===== config.mk =====
export PLATFORM = sky130hd
export DESIGN_NAME = reg_wb_arbiter
export DESIGN_NICKNAME = d
export VERILOG_FILES = /design/src/rtl/reg_wb_arbiter_pkg.sv /design/src/rtl/wb_ld_fifo.sv /design/src/rtl/reg_wb_arbiter.sv
export SDC_FILE = /design/constraint.sdc
export NUM_CORES = 1
export LEC_CHECK = 0
export ABC_AREA = 0
export BUFFER_PORTS_ARGS = -buffer_cell sky130_fd_sc_hd__buf_2
export CAP_MARGIN = 20
export CORE_AREA = 2 2 173 209
export CTS_BUF_LIST = sky130_fd_sc_hd__clkbuf_4 sky130_fd_sc_hd__clkbuf_8
export CTS_CLUSTER_SIZE = 14
export DETAILED_ROUTE_END_ITERATION = 16
export DIE_AREA = 0 0 175 211
export GPL_ROUTABILITY_DRIVEN = 0
export GPL_TIMING_DRIVEN = 0
export PLACE_DENSITY = 0.71
export SYNTH_ARGS = -nofsm -noshare
export SYNTH_HDL_FRONTEND = slang
export SYNTH_SLANG_ARGS = --single-unit

===== constraint.sdc =====
create_clock -name clk -period 3.7 [get_ports clk]
set_input_delay 0.37 -clock clk [delete_from_list [all_inputs] [get_ports clk]]
set_output_delay 0.37 -clock clk [all_outputs]
set_load 0.005 [all_outputs]

===== src/rtl/reg_wb_arbiter_pkg.sv =====
// reg_wb_arbiter_pkg: shared register widths, hold-phase enum and the
// {th_id,addr} pending-bit index helper (arbiter + register file bank).
package reg_wb_arbiter_pkg;

    localparam int DATA_W = 64;
    localparam int ADDR_W = 4;
    localparam int TH_W   = 2;

    // HS_HOLD: FIFO head has priority over the ALU.
    // HS_DRAIN: head already popped, alu_hold still shown for one cycle.
    typedef enum logic [1:0] {
        HS_IDLE  = 2'd0,
        HS_HOLD  = 2'd1,
        HS_DRAIN = 2'd2
    } hold_st_t;

    function automatic int unsigned pend_idx(
        input int unsigned th,
        input int unsigned addr,
        input int unsigned aw
    );
        return (th << aw) | addr;
    endfunction

endpackage


===== src/rtl/wb_ld_fifo.sv =====
// wb_ld_fifo: load-return FIFO. Ports: clk, rst_n (async, active-low),
// push/din, pop/dout (head), full, empty, count. Push ignored when full.
module wb_ld_fifo #(
    parameter int width = 8,
    parameter int depth = 4,
    localparam int AW = (depth > 1) ? $clog2(depth) : 1,
    localparam int CW = $clog2(depth + 1)
) (
    input  logic          clk,
    input  logic          rst_n,
    input  logic          push,
    input  logic          pop,
    input  logic [width-1:0] din,
    output logic [width-1:0] dout,
    output logic          full,
    output logic          empty,
    output logic [CW-1:0] count
);

    logic [width-1:0] mem [depth];
    logic [AW-1:0]    rd_ptr;
    logic [AW-1:0]    wr_ptr;
    logic             do_push;
    logic             do_pop;

    assign full    = (count == CW'(depth));
    assign empty   = (count == '0);
    assign do_push = push & ~full;
    assign do_pop  = pop & ~empty;
    assign dout    = mem[rd_ptr];

    always_ff @(posedge clk or negedge rst_n) begin
        if (!rst_n) begin
            rd_ptr <= '0;
            wr_ptr <= '0;
            count  <= '0;
        end else begin
            if (do_push) wr_ptr <= wr_ptr + AW'(1);
            if (do_pop)  rd_ptr <= rd_ptr + AW'(1);
            if (do_push && !do_pop)      count <= count + CW'(1);
            else if (!do_push && do_pop) count <= count - CW'(1);
        end
    end

    always_ff @(posedge clk) begin
        if (do_push) mem[wr_ptr] <= din;
    end

endmodule


===== src/rtl/reg_wb_arbiter.sv =====
// reg_wb_arbiter: merges ALU writeback and buffered load returns onto one
// register-file write port, tracks pending load destinations.
// Ports: alu_* (no backpressure), ld_* (valid/ready), iss_* (mark pending),
// wena/w_th_id/waddr/wdata (1-cycle registered), pend_bits, alu_hold,
// waw_err / hold_err (sticky).
import reg_wb_arbiter_pkg::*;

module reg_wb_arbiter #(
    parameter int data_width   = DATA_W,
    parameter int addr_width   = ADDR_W,
    parameter int th_id_width  = TH_W,
    parameter int fifo_depth   = 4,
    parameter int starve_limit = 8
) (
    input  logic                   clk,
    input  logic                   rst_n,
    input  logic                   alu_valid,
    input  logic [th_id_width-1:0] alu_th_id,
    input  logic [addr_width-1:0]  alu_waddr,
    input  logic [data_width-1:0]  alu_wdata,
    input  logic                   ld_valid,
    output logic                   ld_ready,
    input  logic [th_id_width-1:0] ld_th_id,
    input  logic [addr_width-1:0]  ld_waddr,
    input  logic [data_width-1:0]  ld_wdata,
    input  logic                   iss_valid,
    input  logic [th_id_width-1:0] iss_th_id,
    input  logic [addr_width-1:0]  iss_waddr,
    output logic                   wena,
    output logic [th_id_width-1:0] w_th_id,
    output logic [addr_width-1:0]  waddr,
    output logic [data_width-1:0]  wdata,
    output logic [(1<<th_id_width)*(1<<addr_width)-1:0] pend_bits,
    output logic                   alu_hold,
    output logic                   waw_err,
    output logic                   hold_err
);

    localparam int ENT_W  = th_id_width + addr_width + data_width;
    localparam int PI_W   = th_id_width + addr_width;
    localparam int PEND_W = 1 << PI_W;
    localparam int SC_W   = $clog2(starve_limit + 1);
    localparam int FC_W   = $clog2(fifo_depth + 1);

    logic                   f_full;
    logic                   f_empty;
    logic                   f_push;
    logic                   f_pop;
    logic [FC_W-1:0]        f_count;
    logic [ENT_W-1:0]       f_din;
    logic [ENT_W-1:0]       f_dout;
    logic                   unused_cnt;
    logic [th_id_width-1:0] h_th;
    logic [addr_width-1:0]  h_addr;
    logic [data_width-1:0]  h_data;

    hold_st_t               hs_q;
    hold_st_t               hs_d;
    logic [SC_W-1:0]        sc_q;
    logic [SC_W-1:0]        sc_d;
    logic                   prio;
    logic                   take_fifo;
    logic                   take_alu;
    logic                   sel_v;
    logic [th_id_width-1:0] sel_th;
    logic [addr_width-1:0]  sel_addr;
    logic [data_width-1:0]  sel_data;
    logic [PI_W-1:0]        alu_idx;
    logic [PI_W-1:0]        clr_idx;
    logic [PI_W-1:0]        set_idx;
    logic [PEND_W-1:0]      pend_d;
    logic                   waw_d;
    logic                   herr_d;

    assign ld_ready   = ~f_full;
    assign f_push     = ld_valid & ld_ready;
    assign f_pop      = take_fifo;
    assign f_din      = {ld_th_id, ld_waddr, ld_wdata};
    assign {h_th, h_addr, h_data} = f_dout;
    assign unused_cnt = ^f_count;

    wb_ld_fifo #(
        .width (ENT_W),
        .depth (fifo_depth)
    ) u_fifo (
        .clk   (clk),
        .rst_n (rst_n),
        .push  (f_push),
        .pop   (f_pop),
        .din   (f_din),
        .dout  (f_dout),
        .full  (f_full),
        .empty (f_empty),
        .count (f_count)
    );

    assign alu_hold  = (hs_q != HS_IDLE);
    assign prio      = (hs_q == HS_HOLD) && !f_empty;
    assign take_fifo = prio || (!alu_valid && !f_empty);
    assign take_alu  = alu_valid && !prio;
    assign sel_v     = take_fifo || take_alu;
    assign sel_th    = take_alu ? alu_th_id : h_th;
    assign sel_addr  = take_alu ? alu_waddr : h_addr;
    assign sel_data  = take_alu ? alu_wdata : h_data;

    // A head that drains in the same cycle the limit is hit needs no hold.
    always_comb begin
        hs_d = hs_q;
        unique case (hs_q)
            HS_IDLE:  if (sc_q == SC_W'(starve_limit) && !take_fifo)
                          hs_d = HS_HOLD;
            HS_HOLD:  if (take_fifo) hs_d = HS_DRAIN;
            HS_DRAIN: hs_d = HS_IDLE;
            default:  hs_d = HS_IDLE;
        endcase
    end

    always_comb begin
        alu_idx = PI_W'(pend_idx(32'(alu_th_id), 32'(alu_waddr), addr_width));
        clr_idx = PI_W'(pend_idx(32'(h_th), 32'(h_addr), addr_width));
        set_idx = PI_W'(pend_idx(32'(iss_th_id), 32'(iss_waddr), addr_width));
        pend_d  = pend_bits;
        if (take_fifo) pend_d[clr_idx] = 1'b0;
        // set after clear: a same-cycle issue keeps the bit pending
        if (iss_valid && iss_waddr != '0) pend_d[set_idx] = 1'b1;
        waw_d  = waw_err | (take_alu & pend_bits[alu_idx]);
        herr_d = hold_err | (alu_valid & prio);
        if (take_fifo || f_empty)
            sc_d = '0;
        else if (sc_q != SC_W'(starve_limit))
            sc_d = sc_q + SC_W'(1);
        else
            sc_d = sc_q;
    end

    always_ff @(posedge clk or negedge rst_n) begin
        if (!rst_n) begin
            hs_q      <= HS_IDLE;
            sc_q      <= '0;
            pend_bits <= '0;
            waw_err   <= 1'b0;
            hold_err  <= 1'b0;
            wena      <= 1'b0;
            w_th_id   <= '0;
            waddr     <= '0;
            wdata     <= '0;
        end else begin
            hs_q      <= hs_d;
            sc_q      <= sc_d;
            pend_bits <= pend_d;
            waw_err   <= waw_d;
            hold_err  <= herr_d;
            // register 0 writes are consumed but never reach the regfile
            wena      <= sel_v && (sel_addr != '0);
            if (sel_v && sel_addr != '0) begin
                w_th_id <= sel_th;
                waddr   <= sel_addr;
                wdata   <= sel_data;
            end
        end
    end

endmodule

== After elaboration in Yosys (flattened, before gate mapping) ==
Memory sizes are Yosys's and may differ from the RTL's.
Cells that the tools add are included.
Word-level totals
  register bits: 150
  bits in latches: 0
  bits in writable memories: 280
  ROM bits: 0
  memories kept: 1
Memories
  u_fifo.mem: depth 4, bits a word 70, rd ports 1, clocked after memory_dff 0, wr ports 1, RTL line wb_ld_fifo.sv:20  | logic [width-1:0] mem [depth];
Operators by class
  add/sub/neg operators: 5
  $mul: 0
  div/mod/pow operators: 0
  order comparisons: 5
  equal/unequal tests: 6
  shifts and indexed selects: 0
  multiplexer cells: 20
  bitwise logic cells: 15
  reduce and logical (&&, ||, !) cells: 27
Operators with widths (number)
  two-way mux 64 bit: 3
  bitwise AND 64 bit: 1
  inverter 64 bit: 1
  bitwise OR 64 bit: 1
  < comparator 6 x 7 -> 1 bit, second input constant: 3
  bitwise OR 6 x 4 -> 6 bit: 3
  demux 1 bit (select 6 bit): 2
  greater-or-equal comparator 6 x 1 -> 1 bit, second input constant: 2
  two-way mux 4 bit: 3
  logical AND 1 bit: 10
  nonzero test 4 bit: 2
  binary-select mux 1 bit (select 6 bit): 1
  zero test 1 bit: 6
  two-way mux 2 bit: 3
  two-way mux 3 bit: 2
  nonzero test 2 bit: 3
  bitwise AND 1 bit: 5
  two-way mux 1 bit: 5
  adder 2 x 1 -> 2 bit, second input constant: 2
  adder 4 x 1 -> 4 bit, second input constant: 1
  equality test 4 bit, second input constant: 1
  inequality test 2 bit, second input constant: 2
  inequality test 4 bit, second input constant: 1
  one-hot mux 2 bit (2 select lines): 1
  other kinds (10): 14

== Longest topological paths before layout ==
Gate-level depths: netlist of the first run.
An unclocked memory read counts as a cell.
  depth after elaboration: 11
  depth in mapped cells: 9
  depth with buffers taken out: 9

== Modules after synthesis ==
From an unflattened synthesis of the first run, not the netlist that was laid out.
Second synthesis, totals
  cells, all modules: 958
  area total of the unflattened synthesis: 17883.4 um^2
Modules (own cells, without submodules)
  wb_ld_fifo: times used 1, cells an instance 402, area each 10601.4 um^2, sequential area each 8583.2 um^2
  reg_wb_arbiter: times used 1, cells an instance 556, area each 7282.0 um^2, sequential area each 3578.4 um^2

== Worst setup path after synthesis of the first run ==
No wires, ideal clock.
  kind: register to register
  start: reg u_fifo.count[0]
  end: mem u_fifo.mem[1][0] (netlist bit), enable pin
  library setup time: 436 ps
  data arrival time: 2308 ps
  slack: 955 ps
  cell stages (with the launch flop): 4
  buffers on the path: 0
  path through: dfrtp_1 nor2_1 nand2_1 and3_1
On the way
  longest elaborated chain between the ends: 6
RTL lines
  from (decl): RTL line wb_ld_fifo.sv:17  | output logic [CW-1:0] count
  from (signal assigned): RTL line wb_ld_fifo.sv:40  | if (do_push && !do_pop) count <= count + CW'(1);
  from (signal assigned): RTL line wb_ld_fifo.sv:41  | else if (!do_push && do_pop) count <= count - CW'(1);
  equality test 3 bit *: RTL line wb_ld_fifo.sv:26  | assign full = (count == CW'(depth));
  inverter 1 bit *: RTL line reg_wb_arbiter.sv:75  | assign ld_ready = ~f_full;
  named net ld_ready: RTL line reg_wb_arbiter.sv:22  | output logic ld_ready,
  bitwise AND 1 bit: RTL line reg_wb_arbiter.sv:76  | assign f_push = ld_valid & ld_ready;
  bitwise AND 1 bit *: RTL line wb_ld_fifo.sv:28  | assign do_push = push & ~full;
  two-way mux 1 bit *: RTL line wb_ld_fifo.sv:46  | if (do_push) mem[wr_ptr] <= din;
  two-way mux 1 bit (implied by the code) *: RTL line wb_ld_fifo.sv:46
  to (decl): RTL line wb_ld_fifo.sv:20
Mark *: on every way through the listed nets, which the timed path passes. The rest lies on a longest branch.

== Final worst setup path of the first run ==
  start: reg hs_q[1]
  end: reg wdata[46]
On the way
  longest elaborated chain between the ends: 7
  elaborated cells on any way between the ends: 10
  those cells by class: 1 x eq/ne; 2 x mux; 7 x reduce/logical
RTL lines
  from (decl): RTL line reg_wb_arbiter.sv:57  | hold_st_t hs_q;
  from (signal assigned): RTL line reg_wb_arbiter.sv:148  | hs_q <= hs_d;
  equality test 2 x 1 -> 1 bit *: RTL line reg_wb_arbiter.sv:98  | assign prio = (hs_q == HS_HOLD) && !f_empty;
  logical AND 1 bit *: RTL line reg_wb_arbiter.sv:98
  zero test 1 bit: RTL line reg_wb_arbiter.sv:100  | assign take_alu = alu_valid && !prio;
  logical AND 1 bit: RTL line reg_wb_arbiter.sv:100
  two-way mux 4 bit: RTL line reg_wb_arbiter.sv:103  | assign sel_addr = take_alu ? alu_waddr : h_addr;
  nonzero test 4 bit: RTL line reg_wb_arbiter.sv:155  | if (sel_v && sel_addr != '0) begin
  logical AND 1 bit: RTL line reg_wb_arbiter.sv:155
  to (signal assigned): RTL line reg_wb_arbiter.sv:158  | wdata <= sel_data;
  to (decl): RTL line reg_wb_arbiter.sv:32  | output logic [data_width-1:0] wdata,
Mark *: on every way between the ends. The rest lies on a longest branch, timed or not.
A chain may end at the register's enable or synchronous reset.

==> qor.yml, run 1 <==
setup_path:
  slowest_stage: "clkbuf_1"
  critPathLaunchType: "flip-flop"
  slowest_delay_ns: 0.80
  arrival_ns: 3.19
  cp.depth: 6
  worst-path-max-fanout: 10
  crit_required_ns: 4.15
  critPathBufInv: 2
  critPathKind: "reg -> reg"
  rr_worst_depth: 6
  path_cells: "nand2b_1, o21ai_1, buf_2, clkbuf_1, mux2i_1, o21ai_0"
  cp_top_family: "buffers and inverters"
  crit_path_end_kind: "flip-flop"
synth:
  synth-seq-cells: 430
  synth_nets: 1196
  synth.yosys.seq_area_share_pct: 70.67
  ys_types: 44
  synth_cells: 1037
  synth_edf_count: 280
  netlist_area_mm2: 0.01721
  yosysWarnings: 0
  async_flop_share_pct: 34.88
  syn_area_per_cell_um2: 16.60
  synth_flop_cell: "edfxtp_1"
min_path:
  hold_depth: 1
  holdCritPathClass: "in -> reg"
routing:
  vias: 10920
  drtAntennaViolNets: 0
  drtIter0Drc: 846
  wl_per_cell_um: 21.35
  wl_mm: 42.40
  route.detailed.drc: 0
  drt_pass1_iterations: 5
  vias_per_cell: 5.496
pwr:
  design_power_total_mw: 15.93
  peakVddDrop_uv: 432.8
  p_leak_nw: 8.511
  power_density_mw_per_mm2: 741.3
clocking:
  cts_setup_buffers: 0
  cts-buffers-inserted: 68
  cts_root_buf: "clkbuf_8"
  cts_resized: 0
  clockBufferDepth: 3
  worst_skew_pair.late_latency_ns: 0.59
  numClockSinks: 430
  holdBufCountCts: 70
  cts_tree: "built"
  h-tree-depth: 3
  clk_pin_slew_ns: 0.06
final_layout:
  mostFrequentLayoutCells: "buf_2 (297), edfxtp_1 (280), dfrtp_1 (150)"
  area_delta_synth_final_pct: 24.85
  final_core_util_pct: 61.72
  drive_above_1_share_pct: 35.13
  layout_commonest_cell: "buf_2"
  final_nets: 1626
grt:
  grt_overflow: 0
  grt_pass1_wl_mm: 63.88
  gr-usage-all-layers_pct: 23.09
  grt_max_degree: 94
  antenna_found_initial: 8
  grt_pass1_vias: 11260
timing:
  clock.fmax_mhz: 365.5
  finalMaxSlewViolations: 0
  fin_crit_ns: 2.736
  max_slew_margin_pct: 32.26
  hold_viol: 0
  period_share_pct: 73.94
  worst_pin_slew_ns: 1.016
  rsz0062_at_grt: "false"
  finalSetupViolCount: 0
  hold_ws_ns: 0.04470
  fin_skew_ns: 0.02663
die:
  core-area_mm2: 0.03481
  die-area_mm2: 0.03693
  start_util_pct: 49.43
  die_w_um: 175
  io_pins: 290
  dieHeight_um: 211
  row_count: 75
run:
  max-cap-violations: 0
placement:
  dp_hpwl_mm: 28.89
  port_buffers: 285
outcome:
  status: "complete, no violations"
## synthesized netlist by cell type (5+ instances only)
library cell,n,area share [%]
buf_6,10,0.65
o21ai_0,149,4.3
buf_1,6,0.13
edfxtp_1,280,49
buf_2,13,0.38
nand3_1,13,0.38
o21ai_1,36,1.0
dfrtp_1,150,22
nor2b_1,6,0.22
clkbuf_1,16,0.35
clkbuf_2,5,0.15
xnor2_1,5,0.25
ha_1,7,0.51
nand3b_1,9,0.39
nor2_1,16,0.35
inv_1,10,0.22
mux4_2,87,11
a21oi_1,7,0.20
mux2i_1,75,4.4
nand2_1,90,2.0
## final timing paths
path	startpoint	end	slack, ns
setup / recovery	hs_q[1]$_DFFE_PN0P_	wdata[46]$_DFFE_PN0P_	0.96
hold / removal	ld_wdata[58]	u_fifo.mem[3][58]$_DFFE_PP_	0.04
setup reg to reg	hs_q[1]$_DFFE_PN0P_	wdata[46]$_DFFE_PN0P_	0.96
hold reg to reg	hs_q[1]$_DFFE_PN0P_	hs_q[0]$_DFFE_PN0P_	0.44
max in group asynchronous	rst_n	wdata[62]$_DFFE_PN0P_	2.53
min in group asynchronous	rst_n	pend_bits[16]$_DFF_PN0_	0.30
## worst reg2reg max path: stages, from the launching register on
cell and delay, ns:
dfrtp_1 0.38, nand2b_1 0.19, o21ai_1 0.45, buf_2 0.41
clkbuf_1 0.80, mux2i_1 0.28, o21ai_0 0.10
## layout make-up
class	count	area [µm²]
fill	2595	13330
multi-input combinational	545	4735
antenna	4	10.01
clock buffer	104	1269
buffer	51	292.8
inverter	11	41.29
clock inverter	19	125.1
tap	462	578.1
timing repair buffer	360	2275
sequential	430	12160
## power breakdown
part / switching, mW / internal, mW / total, mW
logic: 2.55 / 2.18 / 4.73
clock network: 1.80 / 2.26 / 4.06
registers: 0.623 / 6.51 / 7.13
total: 4.97 / 11.0 / 15.9
## cell families after synthesis
kind of cell	after synthesis	share of synthesized area [%]
buf+inv	62	1.941
simple gates	160	4.268
xor+xnor	8	0.4071
mux	164	15.88
fa+ha+maj	8	0.6252
compound gates	205	6.216
flops	430	70.67
## metal layers
layer / track usage [%] / part of all wire (%) / vias to the layer above
li1: - / - / 4898
met1: 26.49 / 37 / 5469
met2: 41.35 / 53 / 457
met3: 6.281 / 7.4 / 86
met4: 8.649 / 2.7 / 6
met5: 0 / 0.097 / -
## sequential cells by signal, indices dropped and copies added, names as in the netlist
name and cells:
pend_bits 64, wdata 64, wena 1, waddr 4, waw_err 1, u_fifo.mem 280
hold_err 1, sc_q 4, u_fifo.wr_ptr 2, u_fifo.count 3, w_th_id 2, u_fifo.rd_ptr 2
hs_q 2
## metrics by stage
step	cells	setup WS, ns	area, µm²	TNS [ns]
2_1_floorplan	1037	0.9553	17210	0
3_3_place_gp	1784	-0.4151	19210	-129.97
3_5_place_dp	1789	0.9352	19380	0
4_1_cts	1982	0.9202	21480	0
5_1_grt	1984	0.7764	21480	0
6_report	1986	0.9641	21490	0
No activity file was read; power rests on OpenSTA's default activity.
==> run 2: changes to the inputs <==
ABC_AREA = 1   (was 0)
CORE_AREA = 2 2 178 215   (was 2 2 173 209)
DIE_AREA = 0 0 180 217   (was 0 0 175 211)
PLACE_DENSITY = 0.74   (was 0.71)
clock period = 2.2 ns   (was 3.7 ns; I/O delays follow)
==> run 2 against run 1 <==
Count of clock-buffer cells in the layout down 3. Combinational power up 130%. Clock skew up 0.0049 ns. Fmax is 29% higher. Highest routed layer unchanged. Total power increased by 87%. Via count increased by 42%. Critical path depth rose by 7. Largest power group unchanged. Worst hold slack lost 0.021 ns. Final area increased by 9.1%.
==> qor.yml, run 2 <==
outcome:
  status: "complete, no violations"
routing:
  wl_mm: 55.08  # +30%
  drt_pass1_iterations: 5  # unchanged
  vias_per_cell: 5.535  # +0.71%
  drtAntennaViolNets: 0  # unchanged
  vias: 15550  # +42%
  route.detailed.drc: 0  # unchanged
  drtIter0Drc: 1427  # +69%
  wl_per_cell_um: 19.61  # -8.1%
final_layout:
  finalInstanceArea_mm2: 0.02344  # +9.1%
  layout_commonest_cell: "nand2_1"
  largest_register: "u_fifo.mem"
  largest_register_ffs: 280  # unchanged
  reg_top3: "u_fifo.mem: 280 flops, pend_bits: 64 flops, wdata: 64 flops"
  final_nets: 2426  # +49%
  drive_above_1_share_pct: 22.52  # -13 points
  mostFrequentLayoutCells: "nand2_1 (452), buf_2 (294), edfxtp_1 (280)"
  area_delta_synth_final_pct: 28.63
placement:
  port_buffers: 285  # unchanged
  pre_cts_ws_ns: -0.5629  # -1.498 ns
  dp_hpwl_mm: 37.38  # +29%
  place_area_mm2: 0.02054  # +6.0%
setup_path:
  arrival_ns: 2.61  # -0.58 ns
  path_cells: "inv_2, nand3_4, nand2_4, nand2_2, buf_8, nand2_1, nand2_1, nor2_2, nand2_4, buf_12, buf_2, nand3_1, nand2_1"
  critPathBufInv: 4  # +2
  crit_path_end_kind: "flip-flop"
  cp_top_family: "simple AND/OR/NAND/NOR gates"
  crit_required_ns: 2.68  # -1.47 ns
  critPathKind: "reg -> reg"
  rrSetupSlack_ns: 0.07  # -0.89 ns
  slowest_delay_ns: 0.41  # -0.39 ns
  worst-path-max-fanout: 10  # unchanged
  critPathLaunchType: "flip-flop"
  slowest_stage: "dfrtp_1"
  cp_common_cell: "nand2_1"
die:
  io_pins: 290  # unchanged
  start_util_pct: 49.01  # -0.43 points
  row_count: 78  # +4.0%
  core-area_mm2: 0.03718  # +6.8%
  dieHeight_um: 217  # +2.8%
  die-area_mm2: 0.03906  # +5.8%
  die_w_um: 180  # +2.9%
timing:
  fin_skew_ns: 0.03150  # +0.004866 ns
  fin_crit_ns: 2.128  # -0.6078 ns
  max_slew_margin_pct: 31.29  # -0.97 points
  hold_viol: 0  # unchanged
  clock.fmax_mhz: 469.9  # +29%
  finalMaxSlewViolations: 0  # unchanged
  final.setup.worst_slack_ns: 0.07194  # -0.8922 ns
  rsz0062_at_grt: "true"
  hold_ws_ns: 0.02341  # -0.02129 ns
  finalSetupViolCount: 0  # unchanged
  worst_pin_slew_ns: 1.031  # +0.01449 ns
  fin_setup_tns_ns: 0  # unchanged
  period_share_pct: 96.73  # +23 points
clocking:
  cts_root_buf: "clkbuf_8"
  cts-buffers-inserted: 67  # -1.5%
  numClockSinks: 430  # unchanged
  clockBufferDepth: 3  # unchanged
  clk_pin_slew_ns: 0.07  # about the same
  worst_skew_pair.late_latency_ns: 0.60  # about the same
  cts_tree: "built"
  h-tree-depth: 3  # unchanged
synth:
  synth_cells: 1774  # +71%
  yosysWarnings: 0  # unchanged
  synth_edf_count: 280  # unchanged
  synth_flop_cell: "edfxtp_1"
  syn_area_per_cell_um2: 10.27  # -38%
  yosys.cell_count.top_type: "nand2_1"
  ys_types: 35  # -20%
  async_flop_share_pct: 34.88  # unchanged
  netlist_area_mm2: 0.01822  # +5.9%
  synth_nets: 1933  # +62%
  synth-seq-cells: 430  # unchanged
  synth_top_area_share_pct: 46.14  # -2.7 points
  synth_common_cells: "nand2_1 (462), edfxtp_1 (280), nand3_1 (210), o21ai_0 (172), nor2_1 (164)"
  synth.yosys.seq_area_share_pct: 66.74  # -3.9 points
  synth.area.top_cells: "edfxtp_1 (46%), dfrtp_1 (21%), nand2_1 (9.5%)"
  synth_top_cell_by_area: "edfxtp_1"
grt:
  grt_max_degree: 88  # -6.4%
  grt_pass1_vias: 15340  # +36%
  grt_pass1_wl_mm: 83.03  # +30%
  antenna_found_initial: 10  # +2
  grt_overflow: 0  # unchanged
  gr-usage-all-layers_pct: 27.44  # +4.3 points
pwr:
  p_leak_nw: 10.09  # +19%
  peakVddDrop_uv: 663.2  # +53%
  power_density_mw_per_mm2: 1270  # +71%
  design_power_total_mw: 29.76  # +87%
run:
  max-cap-violations: 0  # unchanged
min_path:
  holdCritPathClass: "in -> reg"
-- run 2: cell types whose count changed in the layout (fill, tap and decap cells not counted), moves of 24 or more --
cell | before | now
clkbuf_1 | 16 | 40
dlygate4sd3_1 | 70 | 117
inv_1 | 10 | 47
mux2i_1 | 75 | 0
mux4_2 | 87 | 0
nand2_1 | 90 | 452
nand3_1 | 13 | 210
nor2_1 | 16 | 155
o22ai_1 | 0 | 64
-- run 2: power breakdown --
group	switching (mW)	internal, mW	leakage [nW]
clock network	3.10	3.84	0.737
logic	6.87	3.79	4.91
registers	1.17	11.0	4.44
-- run 2: layout make-up --
class                           instances  area, µm²
Inverter                               62      237.7
Clock inverter                         23      165.2
Buffer                                100      543.0
Clock buffer                          101       1234
Timing Repair Buffer                  423       2959
Fill cell                            2886      13740
Antenna cell                            7      17.52
Tap cell                              480      600.6
Multi-Input combinational cell       1183       5520
Sequential cell                       430      12160
-- run 2: repair_timing --
| action | 4_1_cts | 5_1_grt |
|---|---|---|
| resized for setup | 42 | 49 |
| endpoints found under the hold margin | 388 | 0 |
| buffers inserted | 4 | 6 |
| hold buffers | 117 | 0 |
| setup endpoints to repair | 109 | 154 |
| pin swaps | 3 | 8 |
| gates cloned | 1 | 1 |
-- run 2: worst paths after layout --
path | start | endpoint | depth (start not counted)
max | u_fifo.count[1]$_DFFE_PN0P_ | wdata[37]$_DFFE_PN0P_ | 13
min | alu_wdata[19] | wdata[19]$_DFFE_PN0P_ | 5
max reg2reg | u_fifo.count[1]$_DFFE_PN0P_ | wdata[37]$_DFFE_PN0P_ | 13
min reg2reg | wdata[5]$_DFFE_PN0P_ | wdata[5]$_DFFE_PN0P_ | 2
max in group asynchronous | rst_n | wdata[0]$_DFFE_PN0P_ | 3
min in group asynchronous | rst_n | pend_bits[25]$_DFF_PN0_ | 2
-- run 2: kinds of logic (layout without fill, tap and decap cells) --
group	after synthesis	count (layout)	synth area share, %
adder cells (fa/ha/maj)	8	8	0.5905
flip-flops	430	430	66.74
other	0	7	0
AND/OR/NAND/NOR	862	864	19.53
AO/OA/AOI/OAI	305	305	9.029
XOR/XNOR	6	6	0.2884
buffers and inverters	163	709	3.818
-- run 2: worst register-to-register path: stages, from the launching register on --
cell and delay (ns):
dfrtp_1 0.41, inv_2 0.10, nand3_4 0.12, nand2_4 0.13
nand2_2 0.09, buf_8 0.18, nand2_1 0.06, nand2_1 0.11
nor2_2 0.15, nand2_4 0.14, buf_12 0.17, buf_2 0.18
nand3_1 0.10, nand2_1 0.07
-- run 2: layer usage --
| metal | share of wire, % | GRT usage [%] | vias up | routed length (µm) |
|---|---|---|---|---|
| li1 | - | - | 7155 | - |
| met1 | 38 | 32.46 | 7424 | 20690 |
| met2 | 50 | 48.77 | 815 | 27620 |
| met3 | 8.5 | 5.656 | 149 | 4669 |
| met4 | 3.8 | 11.46 | 6 | 2070 |
| met5 | 0.060 | 0 | - | 33 |
-- run 2: per-stage QoR --
step           cells  utilization (%)
2_1_floorplan   1774                -
3_3_place_gp    2539            54.56
3_5_place_dp    2550            55.23
4_1_cts         2795            62.58
5_1_grt         2806            63.02
6_report        2809            63.04
